--- config.mk ---
export PLATFORM = sky130hd
export DESIGN_NAME = regfile_fwd_hilo_flat
export DESIGN_NICKNAME = d
export VERILOG_FILES = /design/src/rtl/regfile_fwd_hilo_if.sv /design/src/rtl/regfile_fwd_hilo.sv /design/src/flat_wrapper.sv
export SDC_FILE = /design/constraint.sdc
export NUM_CORES = 2
export LEC_CHECK = 0
export CORE_UTILIZATION = 64
export DETAILED_ROUTE_END_ITERATION = 7
export DONT_BUFFER_PORTS = 1
export PLACE_DENSITY_LB_ADDON = 0.3
export SYNTH_ARGS = -nofsm -noshare
export SYNTH_HDL_FRONTEND = slang
export SYNTH_SLANG_ARGS = --single-unit
--- constraint.sdc ---
create_clock -name clk -period 5.1 [get_ports clk]
set_input_delay 0.765 -clock clk [delete_from_list [all_inputs] [get_ports clk]]
set_output_delay 0.765 -clock clk [all_outputs]
set_load 0.05 [all_outputs]
--- src/rtl/regfile_fwd_hilo_if.sv ---
`default_nettype none
// ============================================================================
//  Module      : regfile_fwd_hilo_if
//  Description : Bundle of ID-stage register-file signals: GPR read ports,
//                in-flight forwarding stages, WB write port, HI/LO access,
//                mul/div tracking and the resulting stall.
//                slave  = register file side, master = pipeline side.
//  Ports       : (interface, no ports) parameters DW, AW, NRD, NFWD
//  Revision    : 1.0  initial release
// ============================================================================
interface regfile_fwd_hilo_if #(
    parameter int DW   = 32,
    parameter int AW   = 5,
    parameter int NRD  = 2,
    parameter int NFWD = 2
);
    // GPR read ports
    logic [NRD-1:0]       rd_en;
    logic [NRD*AW-1:0]    raddr;
    logic [NRD*DW-1:0]    rdata;
    // In-flight stages (index 0 = youngest)
    logic [NFWD-1:0]      fwd_we;
    logic [NFWD-1:0]      fwd_ld;
    logic [NFWD*AW-1:0]   fwd_waddr;
    logic [NFWD*DW-1:0]   fwd_wdata;
    logic [NFWD*2-1:0]    fwd_hilo_we;
    logic [NFWD*DW-1:0]   fwd_hi_wdata;
    logic [NFWD*DW-1:0]   fwd_lo_wdata;
    // WB write port
    logic                 we;
    logic [AW-1:0]        waddr;
    logic [DW-1:0]        wdata;
    logic [1:0]           wb_hilo_we;
    logic [DW-1:0]        wb_hi_wdata;
    logic [DW-1:0]        wb_lo_wdata;
    // HI/LO read
    logic                 hilo_re;
    logic                 hilo_rsel;
    logic [DW-1:0]        hilo_rdata;
    // Mul/div unit
    logic                 md_start;
    logic                 md_done;
    logic [DW-1:0]        md_hi;
    logic [DW-1:0]        md_lo;
    logic                 md_busy;
    // Hazard
    logic                 stall;

    modport slave (
        input  rd_en, raddr,
        input  fwd_we, fwd_ld, fwd_waddr, fwd_wdata,
        input  fwd_hilo_we, fwd_hi_wdata, fwd_lo_wdata,
        input  we, waddr, wdata, wb_hilo_we, wb_hi_wdata, wb_lo_wdata,
        input  hilo_re, hilo_rsel,
        input  md_start, md_done, md_hi, md_lo,
        output rdata, hilo_rdata, md_busy, stall
    );

    modport master (
        output rd_en, raddr,
        output fwd_we, fwd_ld, fwd_waddr, fwd_wdata,
        output fwd_hilo_we, fwd_hi_wdata, fwd_lo_wdata,
        output we, waddr, wdata, wb_hilo_we, wb_hi_wdata, wb_lo_wdata,
        output hilo_re, hilo_rsel,
        output md_start, md_done, md_hi, md_lo,
        input  rdata, hilo_rdata, md_busy, stall
    );
endinterface
`default_nettype wire

--- src/rtl/regfile_fwd_hilo.sv ---
`default_nettype none
// ============================================================================
//  Module      : regfile_fwd_hilo
//  Description : GPR file plus HI/LO pair read in ID, with forwarding from
//                NFWD in-flight stages and the WB port, mul/div busy tracking
//                and stall generation (load-use, HI/LO read while busy).
//  Ports       : clk     - clock, all state on posedge
//                resetn  - asynchronous active-low reset
//                bus     - regfile_fwd_hilo_if.slave (reads, forwarding,
//                          WB writes, HI/LO, mul/div, stall)
//  Revision    : 1.0  initial release
// ============================================================================
module regfile_fwd_hilo #(
    parameter int DW   = 32,
    parameter int AW   = 5,
    parameter int NRD  = 2,
    parameter int NFWD = 2
) (
    input  wire                    clk,
    input  wire                    resetn,
    regfile_fwd_hilo_if.slave      bus
);

    localparam int NREG = 2**AW;

    typedef enum logic [0:0] {
        ST_IDLE = 1'b0,
        ST_BUSY = 1'b1
    } md_state_t;

    logic [DW-1:0]  regs_q [NREG];
    logic [DW-1:0]  hi_q, hi_d;
    logic [DW-1:0]  lo_q, lo_d;
    md_state_t      state_q, state_d;
    logic [NRD-1:0] w_lu;

    // ------------------------------------------------------------------
    // GPR read ports with bypass
    // ------------------------------------------------------------------
    for (genvar p = 0; p < NRD; p++) begin : g_rd
        logic [AW-1:0] w_addr;
        logic [DW-1:0] w_data;
        logic          w_ld;

        assign w_addr = bus.raddr[p*AW +: AW];

        always_comb begin
            w_data = regs_q[w_addr];
            w_ld   = 1'b0;
            if (bus.we && bus.waddr == w_addr) begin
                w_data = bus.wdata;
            end
            // Walk oldest to youngest so the youngest matching stage wins;
            // its load flag decides the hazard, so a younger ALU writer
            // shadows an older load to the same register.
            for (int s = NFWD-1; s >= 0; s--) begin
                if (bus.fwd_we[s] && bus.fwd_waddr[s*AW +: AW] == w_addr) begin
                    w_data = bus.fwd_wdata[s*DW +: DW];
                    w_ld   = bus.fwd_ld[s];
                end
            end
            if (w_addr == '0) begin
                w_data = '0;
                w_ld   = 1'b0;
            end
        end

        assign bus.rdata[p*DW +: DW] = w_data;
        assign w_lu[p]               = bus.rd_en[p] && w_ld;
    end

    // ------------------------------------------------------------------
    // HI/LO read with per-field bypass
    // ------------------------------------------------------------------
    always_comb begin
        logic [DW-1:0] v;
        v = bus.hilo_rsel ? hi_q : lo_q;
        if (bus.wb_hilo_we[bus.hilo_rsel]) begin
            v = bus.hilo_rsel ? bus.wb_hi_wdata : bus.wb_lo_wdata;
        end
        for (int s = NFWD-1; s >= 0; s--) begin
            if (bus.fwd_hilo_we[2*s + int'(bus.hilo_rsel)]) begin
                v = bus.hilo_rsel ? bus.fwd_hi_wdata[s*DW +: DW]
                                  : bus.fwd_lo_wdata[s*DW +: DW];
            end
        end
        bus.hilo_rdata = v;
    end

    // ------------------------------------------------------------------
    // GPR array
    // ------------------------------------------------------------------
    always_ff @(posedge clk or negedge resetn) begin
        if (!resetn) begin
            for (int i = 0; i < NREG; i++) begin
                regs_q[i] <= '0;
            end
        end else if (bus.we && bus.waddr != '0) begin
            regs_q[bus.waddr] <= bus.wdata;
        end
    end

    // ------------------------------------------------------------------
    // HI/LO registers: WB is younger than the mul/div result, so it wins
    // ------------------------------------------------------------------
    always_comb begin
        hi_d = hi_q;
        lo_d = lo_q;
        if (bus.md_done) begin
            hi_d = bus.md_hi;
            lo_d = bus.md_lo;
        end
        if (bus.wb_hilo_we[1]) hi_d = bus.wb_hi_wdata;
        if (bus.wb_hilo_we[0]) lo_d = bus.wb_lo_wdata;
    end

    always_ff @(posedge clk or negedge resetn) begin
        if (!resetn) begin
            hi_q <= '0;
            lo_q <= '0;
        end else begin
            hi_q <= hi_d;
            lo_q <= lo_d;
        end
    end

    // ------------------------------------------------------------------
    // Mul/div busy FSM
    // ------------------------------------------------------------------
    always_ff @(posedge clk or negedge resetn) begin
        if (!resetn) begin
            state_q <= ST_IDLE;
        end else begin
            state_q <= state_d;
        end
    end

    always_comb begin
        state_d = state_q;
        case (state_q)
            ST_IDLE: if (bus.md_start) state_d = ST_BUSY;
            // A start in the done cycle is a back-to-back op: stay busy.
            ST_BUSY: if (bus.md_done && !bus.md_start) state_d = ST_IDLE;
            default: state_d = ST_IDLE;
        endcase
    end

    assign bus.md_busy = (state_q == ST_BUSY);
    assign bus.stall   = (|w_lu) | (bus.hilo_re & bus.md_busy);

endmodule
`default_nettype wire
--- src/flat_wrapper.sv ---
// flat-port wrapper written by rule: the top's interface ports become plain ports
module regfile_fwd_hilo_flat 
#(
    parameter int DW   = 32,
    parameter int AW   = 5,
    parameter int NRD  = 2,
    parameter int NFWD = 2
)
  (clk, resetn, bus_rd_en, bus_raddr, bus_fwd_we, bus_fwd_ld, bus_fwd_waddr, bus_fwd_wdata, bus_fwd_hilo_we, bus_fwd_hi_wdata, bus_fwd_lo_wdata, bus_we, bus_waddr, bus_wdata, bus_wb_hilo_we, bus_wb_hi_wdata, bus_wb_lo_wdata, bus_hilo_re, bus_hilo_rsel, bus_md_start, bus_md_done, bus_md_hi, bus_md_lo, bus_rdata, bus_hilo_rdata, bus_md_busy, bus_stall);
  regfile_fwd_hilo_if #(.DW(DW), .AW(AW), .NRD(NRD), .NFWD(NFWD)) bus_i ();
  input  wire clk;
  input  wire resetn;
  input wire logic [$bits(bus_i.rd_en)-1:0] bus_rd_en;
  input wire logic [$bits(bus_i.raddr)-1:0] bus_raddr;
  input wire logic [$bits(bus_i.fwd_we)-1:0] bus_fwd_we;
  input wire logic [$bits(bus_i.fwd_ld)-1:0] bus_fwd_ld;
  input wire logic [$bits(bus_i.fwd_waddr)-1:0] bus_fwd_waddr;
  input wire logic [$bits(bus_i.fwd_wdata)-1:0] bus_fwd_wdata;
  input wire logic [$bits(bus_i.fwd_hilo_we)-1:0] bus_fwd_hilo_we;
  input wire logic [$bits(bus_i.fwd_hi_wdata)-1:0] bus_fwd_hi_wdata;
  input wire logic [$bits(bus_i.fwd_lo_wdata)-1:0] bus_fwd_lo_wdata;
  input wire logic [$bits(bus_i.we)-1:0] bus_we;
  input wire logic [$bits(bus_i.waddr)-1:0] bus_waddr;
  input wire logic [$bits(bus_i.wdata)-1:0] bus_wdata;
  input wire logic [$bits(bus_i.wb_hilo_we)-1:0] bus_wb_hilo_we;
  input wire logic [$bits(bus_i.wb_hi_wdata)-1:0] bus_wb_hi_wdata;
  input wire logic [$bits(bus_i.wb_lo_wdata)-1:0] bus_wb_lo_wdata;
  input wire logic [$bits(bus_i.hilo_re)-1:0] bus_hilo_re;
  input wire logic [$bits(bus_i.hilo_rsel)-1:0] bus_hilo_rsel;
  input wire logic [$bits(bus_i.md_start)-1:0] bus_md_start;
  input wire logic [$bits(bus_i.md_done)-1:0] bus_md_done;
  input wire logic [$bits(bus_i.md_hi)-1:0] bus_md_hi;
  input wire logic [$bits(bus_i.md_lo)-1:0] bus_md_lo;
  output wire logic [$bits(bus_i.rdata)-1:0] bus_rdata;
  output wire logic [$bits(bus_i.hilo_rdata)-1:0] bus_hilo_rdata;
  output wire logic [$bits(bus_i.md_busy)-1:0] bus_md_busy;
  output wire logic [$bits(bus_i.stall)-1:0] bus_stall;
  assign bus_i.rd_en = bus_rd_en;
  assign bus_i.raddr = bus_raddr;
  assign bus_i.fwd_we = bus_fwd_we;
  assign bus_i.fwd_ld = bus_fwd_ld;
  assign bus_i.fwd_waddr = bus_fwd_waddr;
  assign bus_i.fwd_wdata = bus_fwd_wdata;
  assign bus_i.fwd_hilo_we = bus_fwd_hilo_we;
  assign bus_i.fwd_hi_wdata = bus_fwd_hi_wdata;
  assign bus_i.fwd_lo_wdata = bus_fwd_lo_wdata;
  assign bus_i.we = bus_we;
  assign bus_i.waddr = bus_waddr;
  assign bus_i.wdata = bus_wdata;
  assign bus_i.wb_hilo_we = bus_wb_hilo_we;
  assign bus_i.wb_hi_wdata = bus_wb_hi_wdata;
  assign bus_i.wb_lo_wdata = bus_wb_lo_wdata;
  assign bus_i.hilo_re = bus_hilo_re;
  assign bus_i.hilo_rsel = bus_hilo_rsel;
  assign bus_i.md_start = bus_md_start;
  assign bus_i.md_done = bus_md_done;
  assign bus_i.md_hi = bus_md_hi;
  assign bus_i.md_lo = bus_md_lo;
  assign bus_rdata = bus_i.rdata;
  assign bus_hilo_rdata = bus_i.hilo_rdata;
  assign bus_md_busy = bus_i.md_busy;
  assign bus_stall = bus_i.stall;
  regfile_fwd_hilo #(.DW(DW), .AW(AW), .NRD(NRD), .NFWD(NFWD)) u_core (.clk(clk), .resetn(resetn), .bus(bus_i));
endmodule
==> results.ini <==
[synth]
ys_seq_elements = 1089
synth_top_area_share_pct = 44.3
synth_cell_types = 57
ys_seq_area_share_pct = 44.3
synth.most_common_cell = dfrtp_1
synth_nets = 5133
ys.flop_type = dfrtp_1
netlist_area_mm2 = 0.0616
yosys_warnings = 0
avgSynthCellArea_um2 = 13.0
synth.top_cells.by_area = dfrtp_1 44%, mux2_2 16%, mux4_2 13%, mux2i_1 7.2%, mux2_1 2.1%
async_reset_ff_share_pct = 100
synth_cells = 4737
ys_top_cells_by_count = 1089 x dfrtp_1, 886 x mux2_2, 441 x mux2i_1, 364 x mux4_2, 306 x clkbuf_1
synth_top_area_cell = dfrtp_1
synth-edff-count = 0

[layout]
drive_gt1_share_pct = 37.5
instances_no_fill = 5871
nets = 4899
area_growth_pct = 8.17
postLayoutCellArea_mm2 = 0.0666

[global_route]
grt_max_degree = 1090
grt_pass1_wl_mm = 313
antenna_found_initial = 17
first_global_vias = 45100
track_usage_pct = 44.2
gr-total-overflow = 0

[critical_path]
crit_path_top_delay_cell = and3_2
r2r_cells = 1
crit_type = primary input to output pin
rrSetupSlack_ns = 4.08
r2r_end = u_core.bus.md_busy$_DFF_PN0_
crit_buf_inv = 1
critPathMaxFanout = 345
worstSetupEndpointType = output pin
start_kind = primary input
crit_chain = xor2_1, nor4_2, and3_2, nor2_4, a211oi_2, buf_4
required_ns = 4.34
critical_path.max_stage_delay_ns = 0.69
critPathArrivalTime_ns = 4.41
r2r-start = u_core.bus.md_busy$_DFF_PN0_
cpLargestDelayFamily = simple AND/OR/NAND/NOR gates

[timing]
hold_slack_ns = 0.0759
setup_viol = 7
clock.fmax_mhz = 193
rsz0062_at_grt = false
skew_ns = 0
tightestPinTransition_ns = 1.52
setup_ws_ns = -0.0709
min_period_ns = 5.17
finalCritPeriodShare_pct = 101
maxSlewViolCount = 23
final_hold_viol_count = 0
relSlewSlack_pct = -1.53

[drt]
remaining_drc_errors = 0
viasPerCell = 7.82
detail-route-antenna-nets = 0
routed_wl_mm = 218
drt_pass1_iterations = 6
wl_per_cell_um = 37.1
vias = 45900
drt_first_iter_violations = 6933

[worst_hold_path]
hold_class = primary input to asynchronous set/reset pin

[power_and_ir_drop]
ir_drop_v = 0.000342
power.total_uw = 25500
powerDensity_mw_per_mm2 = 382
power_leakage_uw = 0.0290

[cts]
cts_buffers = 113
clockRootBuffer = clkbuf_16
clk_path_buf_depth = 3
clkSinkCount = 1089
postCtsSetupBuffers = 0
htreeDepth = 3
cts-resized-gates = 0
clock_latency_ns = 0.72
path_clk_slew_ns = 0.06
cts_tree = yes

[floorplan]
ios = 494
die_x_um = 312
num_rows = 113
core_area_mm2 = 0.0952
dieArea_mm2 = 0.0975
initial_core_util_pct = 64.7
dieHeight_um = 312

[placement]
pre_cts_slack_ns = 0.811
io_buffers = 0
hpwl_mm = 131
placed_area_mm2 = 0.0626
routabilityCongestion = 0.941
numPlacedInstances = 5646

[status]
status = complete, but fails checks
violations = capacitance limit, slew limit, setup timing

[run]
cap_violations = 1

[worst max-delay path by stage]
stage	slack, ns	cells past startpoint	from	end
2_1_floorplan	1.04	10	bus_raddr[6]	bus_rdata[50]
3_3_place_gp	0.99	8	bus_raddr[1]	bus_rdata[8]
5_1_grt	0.39	6	bus_raddr[1]	bus_rdata[0]
3_5_place_dp	0.81	8	bus_raddr[1]	bus_rdata[30]
6_report	-0.07	6	bus_raddr[1]	bus_rdata[28]
4_1_cts	0.80	8	bus_raddr[1]	bus_rdata[30]
[cells by family (layout without fill, tap and decap cells)]
kind of cell    Yosys count  count (layout)  share of synthesized area [%]
xor+xnor                 30              30                          0.427
compound gates          687             687                           7.67
flops                  1089            1089                           44.3
other cells               0              11                              0
buf+inv                 526             384                           4.04
mux                    1806            1806                           38.8
simple gates            599             599                           4.82
[placed cells by master, fill, tap and decap left out, types with 12 or more instances in the layout]
cell / netlist / routed
o21ai_1: 38 / 38
a31oi_1: 89 / 89
clkbuf_1: 306 / 23
mux2_2: 886 / 886
mux4_2: 364 / 364
nand2_1: 162 / 150
nor3_1: 43 / 30
buf_4: 56 / 153
a2bb2oi_1: 12 / 12
a21oi_1: 57 / 56
nor2_4: 0 / 18
a22oi_1: 163 / 163
dfrtp_1: 1089 / 1089
clkbuf_8: 0 / 29
nor3_2: 0 / 13
xor2_1: 20 / 20
a211oi_1: 22 / 21
nor2_1: 122 / 100
nand2_2: 1 / 13
clkinv_2: 0 / 20
mux2_1: 115 / 115
nand4_1: 13 / 13
a2111oi_0: 12 / 12
clkbuf_16: 0 / 115
nor2b_1: 24 / 16
nand3_1: 74 / 71
or4_1: 13 / 12
mux2i_1: 441 / 439
o21ai_0: 121 / 121
nand2b_1: 89 / 89
a22o_1: 18 / 18
o22ai_1: 76 / 76
a221oi_1: 41 / 41
buf_12: 2 / 15
[power by group]
part,internal (uW),total [uW],switching (uW)
registers,10200,11500,1250
logic,2970,5420,2450
clock network,4910,8550,3640
total,18100,25500,7340
[metal layers]
| layer | wire, um | GRT usage, % | share of wire (%) | vias up |
|---|---|---|---|---|
| li1 | - | - | - | 17600 |
| met1 | 77100 | 57.5 | 35 | 23500 |
| met2 | 92300 | 61.8 | 42 | 3787 |
| met3 | 32500 | 18.7 | 15 | 999 |
| met4 | 15500 | 26.0 | 7.1 | 22 |
| met5 | 150 | 0.0484 | 0.069 | - |
[registers in the layout, summed over array words and instances (netlist names)]
register and cells:
u_core.bus.md_busy 1, u_core.hi_q 32, u_core.lo_q 32, u_core.regs_q 1024
[area by class of cell]
cell class,instances,area [um^2]
diodes,11,27.5
multi-input cells,3122,32300
clock inverters,40,444
fillers,6448,28500
inverters,3,11.3
flip-flops and latches,1089,27300
well taps,1265,1580
repair buffers,174,1600
clock buffers,167,3360
[through the flow]
step                util (%)  TNS, ns
floorplan                  -        0
global placement        65.8        0
detailed placement      65.8        0
CTS                     69.8        0
global route            70.0        0
finish                  70.0   -0.217
Power figures use the tool's default switching activity.
